`src/rtl/mux_sel_sequencer.sv`:
```
// mux_sel_sequencer
// Drives the 2-bit select of the downstream 4:1 channel mux. It steps `sel`
// through the enabled channels in ascending round-robin order and holds each
// channel for a programmable dwell. A run covers a fixed number of sweeps, or
// runs continuously when sweeps == 0.
//
// Ports
//   clk        in   clock, rising edge
//   rst_n      in   asynchronous active-low reset
//   start      in   level-sampled run request (acted on in IDLE only)
//   stop       in   abort; beats start, dwell expiry and sweep completion
//   ch_en      in   [3:0] channel enable mask, bit i = mux input i
//   dwell      in   [DWELL_W-1:0] cycles per channel (0 acts as 1)
//   sweeps     in   [SWEEP_W-1:0] sweeps per run (0 = continuous)
//   sel        out  [1:0] registered mux select
//   sel_valid  out  sel is an active, sequenced selection
//   busy       out  high in RUN
//   done       out  one-cycle pulse when a finite run completes
//   err        out  one-cycle pulse on start with an empty channel mask
//
// State  | meaning
// IDLE   | waiting for start; sel holds its last value
// RUN    | sequencing channels; sel_valid and busy high
// DONE   | single cycle after the final sweep; done pulses, start ignored

module mux_sel_sequencer #(
   parameter int DWELL_W = 8,
   parameter int SWEEP_W = 4
) (
   input  logic               clk,
   input  logic               rst_n,
   input  logic               start,
   input  logic               stop,
   input  logic [3:0]         ch_en,
   input  logic [DWELL_W-1:0] dwell,
   input  logic [SWEEP_W-1:0] sweeps,
   output logic [1:0]         sel,
   output logic               sel_valid,
   output logic               busy,
   output logic               done,
   output logic               err
);

   typedef enum logic [1:0] {
      ST_IDLE = 2'd0,
      ST_RUN  = 2'd1,
      ST_DONE = 2'd2
   } state_t;

   state_t             state_q, state_d;
   logic [3:0]         ch_en_q, ch_en_d;
   logic [DWELL_W-1:0] dwell_q, dwell_d;
   logic [SWEEP_W-1:0] sweeps_q, sweeps_d;
   logic [DWELL_W-1:0] cnt_q, cnt_d;
   logic [SWEEP_W-1:0] sweep_cnt_q, sweep_cnt_d;
   logic [1:0]         sel_q, sel_d;
   logic               sel_valid_q, sel_valid_d;
   logic               busy_q, busy_d;
   logic               done_q, done_d;
   logic               err_q, err_d;

   logic [1:0]         start_low;
   logic [1:0]         wrap_low;
   logic [1:0]         nxt_ch;
   logic               nxt_found;
   logic [DWELL_W-1:0] dwell_last;
   logic [SWEEP_W-1:0] sweep_inc;
   logic               expiry;

   // A latched dwell of 0 behaves as 1, so the last count is 0 in both cases.
   assign dwell_last = (dwell_q == '0) ? '0 : dwell_q - 1'b1;
   assign expiry     = (cnt_q == dwell_last);
   assign sweep_inc  = sweep_cnt_q + 1'b1;

   // Lowest enabled channel: of the live mask for a start, of the latched mask
   // for a wrap. Descending loops leave the lowest match as the final value.
   always_comb begin
      start_low = 2'd0;
      wrap_low  = 2'd0;
      for (int i = 3; i >= 0; i--) begin
         if (ch_en[i])   start_low = 2'(i);
         if (ch_en_q[i]) wrap_low  = 2'(i);
      end
   end

   // Nearest enabled channel above the current selection, if any.
   always_comb begin
      nxt_ch    = 2'd0;
      nxt_found = 1'b0;
      for (int i = 3; i >= 0; i--) begin
         if (ch_en_q[i] && (i > int'(sel_q))) begin
            nxt_ch    = 2'(i);
            nxt_found = 1'b1;
         end
      end
   end

   always_comb begin
      state_d     = state_q;
      ch_en_d     = ch_en_q;
      dwell_d     = dwell_q;
      sweeps_d    = sweeps_q;
      cnt_d       = cnt_q;
      sweep_cnt_d = sweep_cnt_q;
      sel_d       = sel_q;
      sel_valid_d = sel_valid_q;
      busy_d      = busy_q;
      done_d      = 1'b0;
      err_d       = 1'b0;

      case (state_q)
         ST_IDLE: begin
            if (start && !stop) begin
               if (ch_en == 4'b0000) begin
                  err_d = 1'b1;
               end else begin
                  state_d     = ST_RUN;
                  ch_en_d     = ch_en;
                  dwell_d     = dwell;
                  sweeps_d    = sweeps;
                  cnt_d       = '0;
                  sweep_cnt_d = '0;
                  sel_d       = start_low;
                  sel_valid_d = 1'b1;
                  busy_d      = 1'b1;
               end
            end
         end

         ST_RUN: begin
            if (stop) begin
               state_d     = ST_IDLE;
               sel_valid_d = 1'b0;
               busy_d      = 1'b0;
            end else if (expiry) begin
               cnt_d = '0;
               if (nxt_found) begin
                  sel_d = nxt_ch;
               end else if ((sweeps_q != '0) && (sweep_inc == sweeps_q)) begin
                  // Final sweep: sel keeps the last channel for the mux.
                  state_d     = ST_DONE;
                  sel_valid_d = 1'b0;
                  busy_d      = 1'b0;
                  done_d      = 1'b1;
               end else begin
                  sel_d = wrap_low;
                  // Continuous runs saturate rather than roll over.
                  if (sweep_cnt_q != '1) sweep_cnt_d = sweep_inc;
               end
            end else begin
               cnt_d = cnt_q + 1'b1;
            end
         end

         ST_DONE: begin
            state_d = ST_IDLE;
         end

         default: begin
            state_d     = ST_IDLE;
            sel_valid_d = 1'b0;
            busy_d      = 1'b0;
         end
      endcase
   end

   always_ff @(posedge clk or negedge rst_n) begin
      if (!rst_n) begin
         state_q     <= ST_IDLE;
         ch_en_q     <= '0;
         dwell_q     <= '0;
         sweeps_q    <= '0;
         cnt_q       <= '0;
         sweep_cnt_q <= '0;
         sel_q       <= 2'd0;
         sel_valid_q <= 1'b0;
         busy_q      <= 1'b0;
         done_q      <= 1'b0;
         err_q       <= 1'b0;
      end else begin
         state_q     <= state_d;
         ch_en_q     <= ch_en_d;
         dwell_q     <= dwell_d;
         sweeps_q    <= sweeps_d;
         cnt_q       <= cnt_d;
         sweep_cnt_q <= sweep_cnt_d;
         sel_q       <= sel_d;
         sel_valid_q <= sel_valid_d;
         busy_q      <= busy_d;
         done_q      <= done_d;
         err_q       <= err_d;
      end
   end

   assign sel       = sel_q;
   assign sel_valid = sel_valid_q;
   assign busy      = busy_q;
   assign done      = done_q;
   assign err       = err_q;

endmodule
```
`config.mk`:
```
export PLATFORM = sky130hd
export DESIGN_NAME = mux_sel_sequencer
export DESIGN_NICKNAME = d
export VERILOG_FILES = /design/src/rtl/mux_sel_sequencer.sv
export SDC_FILE = /design/constraint.sdc
export NUM_CORES = 1
export LEC_CHECK = 0
export BUFFER_PORTS_ARGS = -buffer_cell sky130_fd_sc_hd__buf_2
export CAP_MARGIN = 20
export CORE_ASPECT_RATIO = 1.5
export CORE_MARGIN = 2
export CORE_UTILIZATION = 27
export DETAILED_ROUTE_END_ITERATION = 8
export PLACE_DENSITY = 0.54
export RECOVER_POWER = 25
export SLEW_MARGIN = 20
export SYNTH_ARGS = -nofsm -noshare
export SYNTH_HDL_FRONTEND = slang
export SYNTH_SLANG_ARGS = --single-unit
```
`constraint.sdc`:
```
create_clock -name clk -period 4.62 [get_ports clk]
set_input_delay 0.924 -clock clk [delete_from_list [all_inputs] [get_ports clk]]
set_output_delay 0.924 -clock clk [all_outputs]
set_load 0.01 [all_outputs]
```
# Word-level counts from Yosys, hierarchy flattened
# Index checks and enable logic that the tools add are counted.
# classes
addsub	3
order_cmp	3
eq_ne	16
n_mux	57
bitwise_logic	2
reduce_logical	17
# ops
cell	n
$mux 2	23
$mux 8	5
$mux 4	7
$mux 1	17
$pmux 8 s2	1
$ne 2x2->1 const B	7
$ne 3x3->1 const B	4
$reduce_and 6->1	2
$add 8x1->8 const B	1
$eq 8x8->1	1
$logic_not 8->1	1
$pmux 2 s2	2
$pmux 4 s2	1
$reduce_and 8->1	1
$sub 8x1->8 const B	1
$logic_and 1x1->1	5
$reduce_and 5->1	1
$add 4x1->4 const B	1
$eq 4x4->1	1
$gt 2x2->1 const A	2
$logic_not 4->1	1
$ne 4x4->1 const B	1
$reduce_and 4->1	1
$reduce_bool 4->1	1
9 further kinds	10
# totals
regBits	35

# Depth between registers and ports, before layout
# Gate-level depths: netlist of the first run.
# depth
ltp_word	9
depth_mapped	11
ltp_nobuf	9

# Worst setup path before layout of the first run
# Ideal clock, no wire load.
# synth_path
path_type	input to register
startpoint	input port ch_en[0]
endpoint	register sel_q[0] (netlist: sel[0])
setup_time_ns	0.125
t_arrival_ns	2.432
required_time_ns	4.495
setup_slack_ns	2.063
cell_stages	5
n_path_buf	1
cell_sequence	or4_1 nand2b_1 clkbuf_1 o21a_1 mux2_4
# synth_between
elab_chain_len	4
word_cells_on_any_way	7
classes_between	eq/ne (1); mux (4); reduce/logical (2)
# synth_lines
element	line_no	rtl
start, declared	34	input logic [3:0] ch_en,
$mux 2	81	if (ch_en[i]) start_low = 2'(i);
$mux 2	114	if (ch_en == 4'b0000) begin
$mux 2	113	if (start && !stop) begin
$pmux 2 s2	111	case (state_q)
end signal, assigned	187	sel_q <= sel_d;
end, declared	56	logic [1:0] sel_q, sel_d;
# Several ways; a longest one is shown, not always the timed one. The select of a mux whose other input is x is not followed.
# A chain may end at the register's enable or synchronous reset.

# Final worst setup path of the first run
# layout_path
startpoint	register dwell_q[0]
endpoint	register sel_q[0] (netlist: sel[0])
# layout_between
elab_chain_len	5
word_cells_on_any_way	6
classes_between	add/sub (1); eq/ne (2); mux (1); reduce/logical (2)
# layout_lines
element	line_no	rtl
start, declared	52	logic [DWELL_W-1:0] dwell_q, dwell_d;
start signal, assigned	183	dwell_q <= dwell_d;
$sub 8x1->8 / $logic_not 8->1 (equally long branches)	71	assign dwell_last = (dwell_q == '0) ? '0 : dwell_q - 1'b1;
$mux 8 (*)	71	
$eq 8x8->1 (*)	72	assign expiry = (cnt_q == dwell_last);
$ne 2x2->1 (no line) (*)	--	
$reduce_and 6->1 (no line) (*)	--	
# Mark *: on every way between the ends. The rest lies on a longest branch, timed or not.

==> results by group, run 1 <==
Setup path
  • Crit-path cells: inv_1 > ha_1 > nor3b_1 > nand2_1 > or3_1 > o211ai_2 > nand4b_4 > o21a_1 > mux2_4
  • Crit-path max cell delay: 0.45 ns
  • Setup crit start kind: flip-flop
  • CP endpoint: sel[0]
  • Reg2reg setup slack: 1.65 ns
  • Crit path max-delay cell type: dfrtp_1
  • Crit path required time: 4.79 ns
  • R2R cell count: 9
  • Crit. End Element: flip-flop
  • RR Endpoint: sel[0]
  • Worst-path fanout max: 15
  • Critical R2R Launch: dwell_q[0]
  • Critical Path AT: 3.14 ns
  • CP Class: reg2reg
  • Crit path from: dwell_q[0]

Pwr
  • Maximum vdd ir drop: 0.0002888 V
  • Register share of total power: 0.368
  • Net Switching: 0.3980 mW
  • Tot Pwr: 1.232 mW
  • Comb pwr share: 0.275
  • Switching share of total power: 0.3230
  • Pwr/cell area: 457.9 nW/um2
  • Clock power frac: 0.357
  • Internal cell power: 0.8344 mW
  • Pleak: 1.114 nW

Hold path
  • HP Class: reg2reg
  • Worst Min Path Start: state_q[0]

Clocking
  • Number of H-tree levels: 2
  • Sink Count: 35
  • Worst-Skew Late Latency: 0.29 ns
  • TritonCTS clock tree: done
  • Clk slew on worst S/H paths: 0.06 ns
  • CTS Root Cell: clkbuf_16
  • TritonCTS buffer count: 5
  • Post-CTS sizing: 0
  • Post-CTS setup buffer count: 0
  • Clock Path Buffers: 2
  • Hold buffers post-CTS: 0

STA
  • Slew of the pin with the lowest slew margin: 1.945 ns
  • Final period utilization: 0.6426
  • TNS Setup: 0 ns
  • Tmin final: 2.969 ns
  • Worst setup skew after layout: 0.005021 ns
  • Max Slew Vio Count: 36
  • Hold WS: 0.5165 ns
  • Slew HR: -0.2964
  • RSZ-0062 raised after global routing: false
  • Setup violations, final: 0
  • Final Hold Fails: 0
  • F_max: 0.3368 GHz

Logic synthesis
  • Compound-Gate Fraction of Synth Area: 0.1583
  • Adder-cell area share of the yosys netlist: 0.01621
  • Sequential-to-total area share from yosys stat: 0.3782
  • Yosys cell types: 56
  • Cell taking the most area after synthesis: dfrtp_1
  • Post-synthesis mux area share: 0.09454
  • Top cell type's share of synthesized area: 0.3782
  • Syn nets: 278
  • Post-Synth Simple-Gate Area: 0.2485
  • Seq cells post-synth: 35
  • Post-Synth XOR/XNOR Area: 0.04916
  • Synth Warn #: 0
  • Ys flop type: dfrtp_1
  • Ys async rst share: 1.000
  • EDFF count, synth: 0
  • Area contributors post-synth: dfrtp_1, mux2_2, nand3_1
  • Main combinational cell family by area after synthesis: simple AND/OR/NAND/NOR gates
  • Post-synthesis cell count: 255
  • Mapped Area: 2316 um2
  • Syn Area/Cell: 9.082 um2

Final layout
  • Non-Filler Instances: 380
  • Post-route cell area: 2691 um2
  • Ant diodes: 0
  • Area Growth Syn to Fin: 16.21%
  • Fraction of layout cells with a size suffix above 1: 0.2088
  • Fillers: 844
  • Fin nets: 295

Detailed routing
  • Mean routed wirelength per cell: 14.88 um
  • Initial DRT Pass Iterations: 4
  • Post-route ant nets: 0
  • Vias per std cell: 5.124
  • # DRC: 0
  • Final wirelength: 5656 um
  • Via count: 1947
  • 1st-iter DRT viols: 101

Global route
  • GRT met1 Usage: 0.1344
  • Vias in the first global route: 1924
  • Largest net degree at the start of global routing: 36
  • Met3 GRT Util: 0.02923
  • First-pass GRT wire length: 9473 um
  • Total gr overflow: 0
  • M2 GR Usage: 0.2421
  • Total global-route track usage: 0.1315
  • Initial antenna violation count: 0
  • Global routing's busiest layer: met2

Floorplan
  • Number of core rows: 41
  • Die Y-Extent: 117.4 um
  • Die X: 79.62 um
  • Die area: 9350 um2
  • Core area: 8362 um2
  • Starting Density: 0.2770
  • Io pins: 26

Run
  • Max_cap viols: 1

Status
  • Status: finished, violations left
  • Failing checks: capacitance limit, slew limit

Placement
  • Routability cong.: 0.7590
  • Post-Place Cells: 372
  • HPWL Detailed: 4238 um
  • # port buffers: 25
  • Placed Area: 2504 um2
## layout by cell type, fill, tap and decap left out, drive strengths merged, types with 9 or more instances in the layout
cell type / netlist / final
dfrtp: 35 / 35
buf: 7 / 25
nand2: 19 / 19
nor2: 16 / 16
inv: 13 / 13
o21ai: 12 / 12
nand3: 15 / 15
a21oi: 9 / 9
mux2: 17 / 17
## registers in the layout, indices dropped and copies added (netlist names)
name         flops
sweep_cnt_q      4
busy             1
done             1
cnt_q            8
dwell_q          8
ch_en_q          4
err              1
state_q          2
sweeps_q         4
sel              2
## critical path: cells and delay by family, from the launching register on
kind,cells,cell delay (ns)
buf+inv,1,0.10
flops,1,0.45
fa+ha+maj,1,0.36
simple gates,4,1.23
compound gates,2,0.42
mux,1,0.30
## metal layers
metal	vias to the layer above	wire [um]
li1	952	-
met1	958	2210
met2	29	3153
met3	8	142
met4	0	150
met5	-	0
## Yosys cell counts, types with 3 or more instances
cell / instances
dfrtp_1: 35
nand2_1: 19
nor2_1: 16
mux2_2: 15
nand3_1: 15
inv_1: 13
o21ai_0: 10
a21oi_1: 9
clkbuf_1: 9
nor2b_1: 8
xnor2_1: 8
nor3_1: 7
o22ai_1: 6
nand2b_1: 5
nand3b_1: 5
o211ai_1: 5
xor2_1: 5
and2_1: 4
or3_1: 4
a31oi_1: 3
buf_2: 3
ha_1: 3
o2111ai_1: 3
## power groups by stage
stage / clock [mW] / combinational (mW) / sequential [mW]
6_report: 0.440 / 0.339 / 0.453
5_1_grt: 0.462 / 0.380 / 0.466
4_1_cts: 0.446 / 0.343 / 0.453
3_5_place_dp: 0 / 0.342 / 0.458
3_3_place_gp: 0 / 0.337 / 0.456
2_1_floorplan: 0 / 0.290 / 0.417
## stage by stage
step | util | setup WS, ns
final | 0.3219 | 1.651
after global routing | 0.3219 | 1.424
after CTS | 0.3220 | 1.679
after detailed placement | 0.2994 | 1.616
after global placement | 0.2994 | 1.668
after floorplan | - | 2.063
## layout make-up
cell class / instances / area (um2) / area share
clock inverter: 2 / 60.06 / 0.02232
clock buffer: 6 / 128.9 / 0.04788
sequential: 35 / 875.8 / 0.3254
tap: 107 / 133.9 / 0.04974
multi-input combinational: 191 / 1313 / 0.4877
inverter: 13 / 48.80 / 0.01813
timing repair buffer: 26 / 131.4 / 0.04881
## how the worst min path moves through the flow
stage,end,slack (ns),cells after the start
final,busy,0.52,1
after global routing,busy,0.54,1
after CTS,busy,0.51,1
after detailed placement,busy,0.50,1
after global placement,busy,0.50,1
after floorplan,busy,0.47,1
## cell families after synthesis
logic type	count (synthesis)
xor+xnor	13
compound gates	54
flops	35
simple gates	102
fa+ha+maj	3
buf+inv	29
mux	19
Power figures use the tool's default switching activity.
==> run 2: changes to the inputs <==
- ABC_AREA: unset -> 1
- clock period: 4.62 -> 2.9 ns (I/O delays scaled with it)
==> results by group, run 2 <==
Placement
  • Worst slack at placement: 0.8007 ns (-0.8156 ns)
  • HPWL Detailed: 3955 um (-6.7%)
  • # port buffers: 25 (unchanged)
  • Placed Area: 2390 um2 (-4.5%)
  • Routability cong.: 0.8527 (+12%)

STA
  • TNS Setup: 0 ns (unchanged)
  • Final period utilization: 0.7336 (+0.09101)
  • Post-route worst setup slack: 0.7724 ns (-0.8786 ns)
  • Setup violations, final: 0 (unchanged)
  • Max Slew Vio Count: 36 (unchanged)
  • Worst setup skew after layout: 0.004662 ns (-0.0003585 ns)
  • Tmin final: 2.128 ns (-0.8414 ns)
  • Slew of the pin with the lowest slew margin: 1.860 ns (-0.08411 ns)
  • RSZ-0062 raised after global routing: false
  • F_max: 0.4700 GHz (+40%)
  • Final Hold Fails: 0 (unchanged)
  • Hold WS: 0.5050 ns (-0.01153 ns)
  • Slew HR: -0.2403 (+0.05607)

Floorplan
  • Starting Density: 0.2812 (+0.004263)
  • Die area: 8725 um2 (-6.7%)
  • Core area: 7661 um2 (-8.4%)
  • Number of core rows: 39 (-4.9%)
  • Die X: 76.94 um (-3.4%)
  • Die Y-Extent: 113.4 um (-3.4%)
  • Io pins: 26 (unchanged)

Logic synthesis
  • Syn Area/Cell: 7.507 um2 (-17%)
  • Post-Synth XOR/XNOR Area: 0.04472 (-0.004447)
  • Sequential-to-total area share from yosys stat: 0.4065 (+0.02833)
  • Main combinational cell family by area after synthesis: simple AND/OR/NAND/NOR gates
  • Post-Synth Simple-Gate Area: 0.3757 (+0.1272)
  • Most numerous cell in the Yosys netlist: nand2_1
  • Post-synthesis mux area share: 0 (-0.09454)
  • Adder-cell area share of the yosys netlist: 0.01742 (+0.001214)
  • Synth Warn #: 0 (unchanged)
  • Syn nets: 310 (+12%)
  • Ys async rst share: 1.000 (unchanged)
  • EDFF count, synth: 0 (unchanged)
  • Seq cells post-synth: 35 (unchanged)
  • Ys flop type: dfrtp_1
  • Yosys cell types: 31 (-45%)
  • Most instantiated cells after synthesis: nand2_1, dfrtp_1, inv_1
  • Cell taking the most area after synthesis: dfrtp_1
  • Top cell type's share of synthesized area: 0.4065 (+0.02833)
  • Mapped Area: 2155 um2 (-7.0%)
  • Post-synthesis cell count: 287 (+13%)
  • Area contributors post-synth: dfrtp_1, nand2_1, o21ai_0
  • Compound-Gate Fraction of Synth Area: 0.08304 (-0.07525)

Final layout
  • Biggest regs: cnt_q: 8 flops, dwell_q: 8 flops
  • Commonest non-fill, non-tap cell in the layout: nand2_1
  • Post-route cell area: 2529 um2 (-6.0%)
  • Fraction of layout cells with a size suffix above 1: 0.1804 (-0.02841)
  • Area of the multi-input gates: 1125 um2 (-14%)
  • Fin nets: 338 (+15%)
  • Fillers: 850 (+0.71%)
  • FF/Latch Area: 875.8 um2 (unchanged)
  • Most frequent cells in the layout: nand2_1, dfrtp_1, inv_1
  • Area Growth Syn to Fin: 17.36%
  • Ant diodes: 0 (unchanged)

Detailed routing
  • Post-route ant nets: 0 (unchanged)
  • Initial DRT Pass Iterations: 4 (unchanged)
  • Mean routed wirelength per cell: 12.17 um (-18%)
  • Final wirelength: 5085 um (-10%)
  • Vias per std cell: 4.581 (-11%)
  • 1st-iter DRT viols: 74 (-27%)
  • # DRC: 0 (unchanged)
  • Via count: 1915 (-1.6%)

Global route
  • Vias in the first global route: 1954 (+1.6%)
  • Largest net degree at the start of global routing: 36 (unchanged)
  • Total gr overflow: 0 (unchanged)
  • Initial antenna violation count: 0 (unchanged)
  • Total global-route track usage: 0.1270 (-0.004579)
  • First-pass GRT wire length: 8756 um (-7.6%)

Clocking
  • Worst-Skew Late Latency: 0.28 ns (about the same)
  • Clock Path Buffers: 2 (unchanged)
  • Clk slew on worst S/H paths: 0.06 ns (about the same)
  • Sink Count: 35 (unchanged)
  • CTS Root Cell: clkbuf_16
  • Post-CTS setup buffer count: 0 (unchanged)
  • TritonCTS clock tree: done
  • TritonCTS buffer count: 5 (unchanged)
  • Post-CTS sizing: 0 (unchanged)
  • Hold buffers post-CTS: 0 (unchanged)
  • Number of H-tree levels: 2 (unchanged)

Setup path
  • Setup crit start kind: flip-flop
  • Crit. End Element: flip-flop
  • CP Class: reg2reg
  • Critical Path AT: 2.29 ns (-0.85 ns)
  • Worst-path fanout max: 9 (-6)
  • Crit path required time: 3.06 ns (-1.73 ns)

Status
  • Failing checks: capacitance limit, slew limit
  • Status: finished, violations left

Pwr
  • Tot Pwr: 2.436 mW (+98%)
  • Pwr/cell area: 963.5 nW/um2 (+110%)
  • Maximum vdd ir drop: 0.0003759 V (+30%)
  • Pleak: 1.227 nW (+10%)

Hold path
  • HP Class: in2reg

Run
  • Max_cap viols: 1 (unchanged)
-- run 2: stage by stage --
step / instances / util
5_1_grt: 418 / 0.3301
3_3_place_gp: 410 / 0.3119
6_report: 418 / 0.3301
3_5_place_dp: 410 / 0.3119
2_1_floorplan: 287 / -
4_1_cts: 418 / 0.3302
-- run 2: layer usage --
metal	track usage	vias to the layer above	share of wire
met2	0.2520	15	0.57
met4	0.05091	0	0.017
met3	0.02215	6	0.018
met1	0.1284	910	0.39
met5	0	-	0
li1	-	984	-
-- run 2: logic make-up after synthesis --
group,Yosys count
fa+ha+maj,3
xor+xnor,11
flops,35
compound gates,32
buf+inv,39
simple gates,167
-- run 2: power by group --
group / leakage [nW] / total (mW) / internal [mW] / switching [mW]
sequential: 0.455 / 0.791 / 0.643 / 0.148
clock: 0.0733 / 0.510 / 0.313 / 0.197
combinational: 0.699 / 1.14 / 0.389 / 0.747
-- run 2: path summary, 6_finish.rpt --
check,start,endpoint,slack [ns],cells past startpoint
min in group asynchronous,rst_n,dwell_q[6],0.81,1
min,sweeps[1],sweeps_q[1],0.50,3
max,dwell_q[0],sweep_cnt_q[2],0.77,14
min reg2reg,sweep_cnt_q[1],sweep_cnt_q[1],0.50,2
max reg2reg,dwell_q[0],sweep_cnt_q[2],0.77,14
max in group asynchronous,rst_n,sweep_cnt_q[1],1.02,1
-- run 2: area by class of cell --
class,count,share of cell area
clock inverter,3,0.005938
timing repair buffer,26,0.05195
tap,102,0.05047
inverter,34,0.05096
clock buffer,5,0.04948
sequential,35,0.3464
multi-input combinational,213,0.4448
-- run 2: critical path: stages (launching register included) --
cell	delay (ns)
dfrtp_1	0.39
inv_1	0.19
ha_1	0.29
xor2_1	0.23
nand2_1	0.08
nand2_1	0.06
nand2_1	0.05
nor2_1	0.09
nand2_1	0.09
nor2_4	0.13
nand2_4	0.10
nand2_8	0.11
nand3_4	0.08
nand2_1	0.07
nand2_1	0.05
==> run 3: changes to the inputs <==
- clock period: 2.9 -> 2.15 ns (I/O delays scaled with it)
==> results by group, run 3 (synthesis gave the netlist of run 2 again) <==
STA
  • Slew HR: 0.4076 (+0.6479)
  • Setup violations, final: 0 (unchanged)
  • Tmin final: 1.965 ns (-0.1627 ns)
  • Post-route worst setup slack: 0.1852 ns (-0.5873 ns)
  • Final period utilization: 0.9139 (+0.1802)
  • Worst setup skew after layout: 0.006857 ns (+0.002195 ns)
  • Final Hold Fails: 0 (unchanged)
  • TNS Setup: 0 ns (unchanged)
  • F_max: 0.5089 GHz (+8.3%)
  • Hold WS: 0.2631 ns (-0.2419 ns)
  • Max Slew Vio Count: 0 (-100%)
  • Slew of the pin with the lowest slew margin: 0.8886 ns (-0.9719 ns)

Clocking
  • TritonCTS buffer count: 5 (unchanged)
  • Post-CTS setup buffer count: 0 (unchanged)
  • Sink Count: 35 (unchanged)
  • Post-CTS sizing: 0 (unchanged)
  • Clk slew on worst S/H paths: 0.06 ns (about the same)
  • CTS Root Cell: clkbuf_16
  • TritonCTS clock tree: done
  • Hold buffers post-CTS: 0 (unchanged)
  • Worst-Skew Late Latency: 0.28 ns (about the same)
  • Number of H-tree levels: 2 (unchanged)
  • Clock Path Buffers: 2 (unchanged)

Setup path
  • Critical R2R Launch: dwell_q[1]
  • Crit path required time: 2.31 ns (-0.75 ns)
  • Crit path from: dwell_q[1]
  • R2R cell count: 13 (-1)
  • CP dominant cell by count: nand2_1
  • Crit-path cells: inv_1 > ha_2 > nand2_4 > nor2_2 > o21ai_0 > nand2_1 > nand3_1 > nor2_2 > nand2_4 > nand2_8 > nand3_4 > nand2_1 > nand2_1
  • Crit path max-delay cell type: dfrtp_1
  • Crit. End Element: flip-flop
  • Worst-path fanout max: 9 (unchanged)
  • Reg2reg setup slack: 0.19 ns (-0.59 ns)
  • Setup crit start kind: flip-flop
  • CP Class: reg2reg
  • RR Endpoint: sweep_cnt_q[0]
  • Crit-path max cell delay: 0.39 ns (about the same)
  • CP endpoint: sweep_cnt_q[0]
  • Critical Path AT: 2.13 ns (-0.16 ns)

Placement
  • # port buffers: 25 (unchanged)
  • Routability cong.: 0.8658 (+1.5%)
  • Worst slack at placement: 0.03098 ns (-0.7697 ns)
  • Post-Place Cells: 412 (+0.49%)
  • HPWL Detailed: 3960 um (+0.14%)
  • Placed Area: 2405 um2 (+0.63%)

Global route
  • Initial antenna violation count: 0 (unchanged)
  • Total gr overflow: 0 (unchanged)
  • Total global-route track usage: 0.1309 (+0.003938)
  • Vias in the first global route: 1946 (-0.41%)
  • First-pass GRT wire length: 8928 um (+2.0%)
  • Largest net degree at the start of global routing: 36 (unchanged)

Final layout
  • Fraction of layout cells with a size suffix above 1: 0.2019 (+0.02151)
  • Fillers: 866 (+1.9%)
  • Ant diodes: 0 (unchanged)
  • Area Growth Syn to Fin: 19.11%
  • Non-Filler Instances: 419 (+0.24%)
  • Post-route cell area: 2566 um2 (+1.5%)
  • Final core occ: 0.3350 (+0.004900)
  • Biggest regs: cnt_q: 8 flops, dwell_q: 8 flops
  • Commonest non-fill, non-tap cell in the layout: nand2_1
  • FF/Latch Area: 877.1 um2 (+0.14%)
  • Most frequent cells in the layout: nand2_1, dfrtp_1, inv_1
  • Fin nets: 340 (+0.59%)
  • Area of the multi-input gates: 1141 um2 (+1.4%)

Detailed routing
  • Post-route ant nets: 0 (unchanged)
  • 1st-iter DRT viols: 53 (-28%)
  • Vias per std cell: 4.594 (+0.28%)
  • Via count: 1925 (+0.52%)
  • Initial DRT Pass Iterations: 4 (unchanged)
  • Final wirelength: 5116 um (+0.61%)
  • Mean routed wirelength per cell: 12.21 um (+0.37%)
  • # DRC: 0 (unchanged)

Floorplan
  • Starting Density: 0.2812 (unchanged)
  • Io pins: 26 (unchanged)
  • Core area: 7661 um2 (unchanged)
  • Die area: 8725 um2 (unchanged)
  • Die Y-Extent: 113.4 um (unchanged)
  • Die X: 76.94 um (unchanged)
  • Number of core rows: 39 (unchanged)

Run
  • Max_cap viols: 0 (-1)

Status
  • Status: complete, no violations

Hold path
  • HP Class: in2async

Pwr
  • Pleak: 1.238 nW (+0.92%)
  • Pwr/cell area: 1307 nW/um2 (+36%)
  • Maximum vdd ir drop: 0.0004489 V (+19%)
  • Tot Pwr: 3.355 mW (+38%)
run 3: layout make-up:
type                       instances  share of cell area
clock buffer                       6             0.05412
clock inverter                     1            0.001950
inverter                          34             0.05022
multi-input combinational        213              0.4447
sequential                        35              0.3418
tap                              102             0.04973
timing repair buffer              28             0.05753
run 3: how the worst min path moves through the flow:
| stage | startpoint | to | slack, ns | cells after the start |
|---|---|---|---|---|
| 2_1_floorplan | rst_n | busy | 0.13 | 0 |
| 3_3_place_gp | sweeps_q[0] | sweeps_q[0] | 0.48 | 2 |
| 3_5_place_dp | sweeps_q[0] | sweeps_q[0] | 0.48 | 2 |
| 4_1_cts | rst_n | dwell_q[6] | 0.27 | 1 |
| 5_1_grt | rst_n | dwell_q[6] | 0.35 | 1 |
| 6_report | rst_n | dwell_q[6] | 0.26 | 1 |
run 3: critical path: cells and delay by family, from the launching register on:
kind / cells / cell delay [ns]
flops: 1 / 0.39
simple gates: 10 / 1.04
fa+ha+maj: 1 / 0.22
buf+inv: 1 / 0.08
compound gates: 1 / 0.12
run 3: routing by layer:
| layer | vias to the layer above | wire length, um | global-route usage |
|---|---|---|---|
| li1 | 988 | - | - |
| met1 | 904 | 1989 | 0.1377 |
| met2 | 27 | 2947 | 0.2515 |
| met3 | 6 | 111 | 0.02453 |
| met4 | 0 | 67 | 0.05455 |
| met5 | - | 0 | 0 |
run 3: power breakdown:
part | switching, mW | leakage (nW) | internal (mW) | total (mW)
sequential | 0.189 | 0.453 | 0.869 | 1.06
clock | 0.262 | 0.0727 | 0.452 | 0.713
combinational | 1.02 | 0.712 | 0.560 | 1.58
total | 1.47 | 1.24 | 1.88 | 3.36
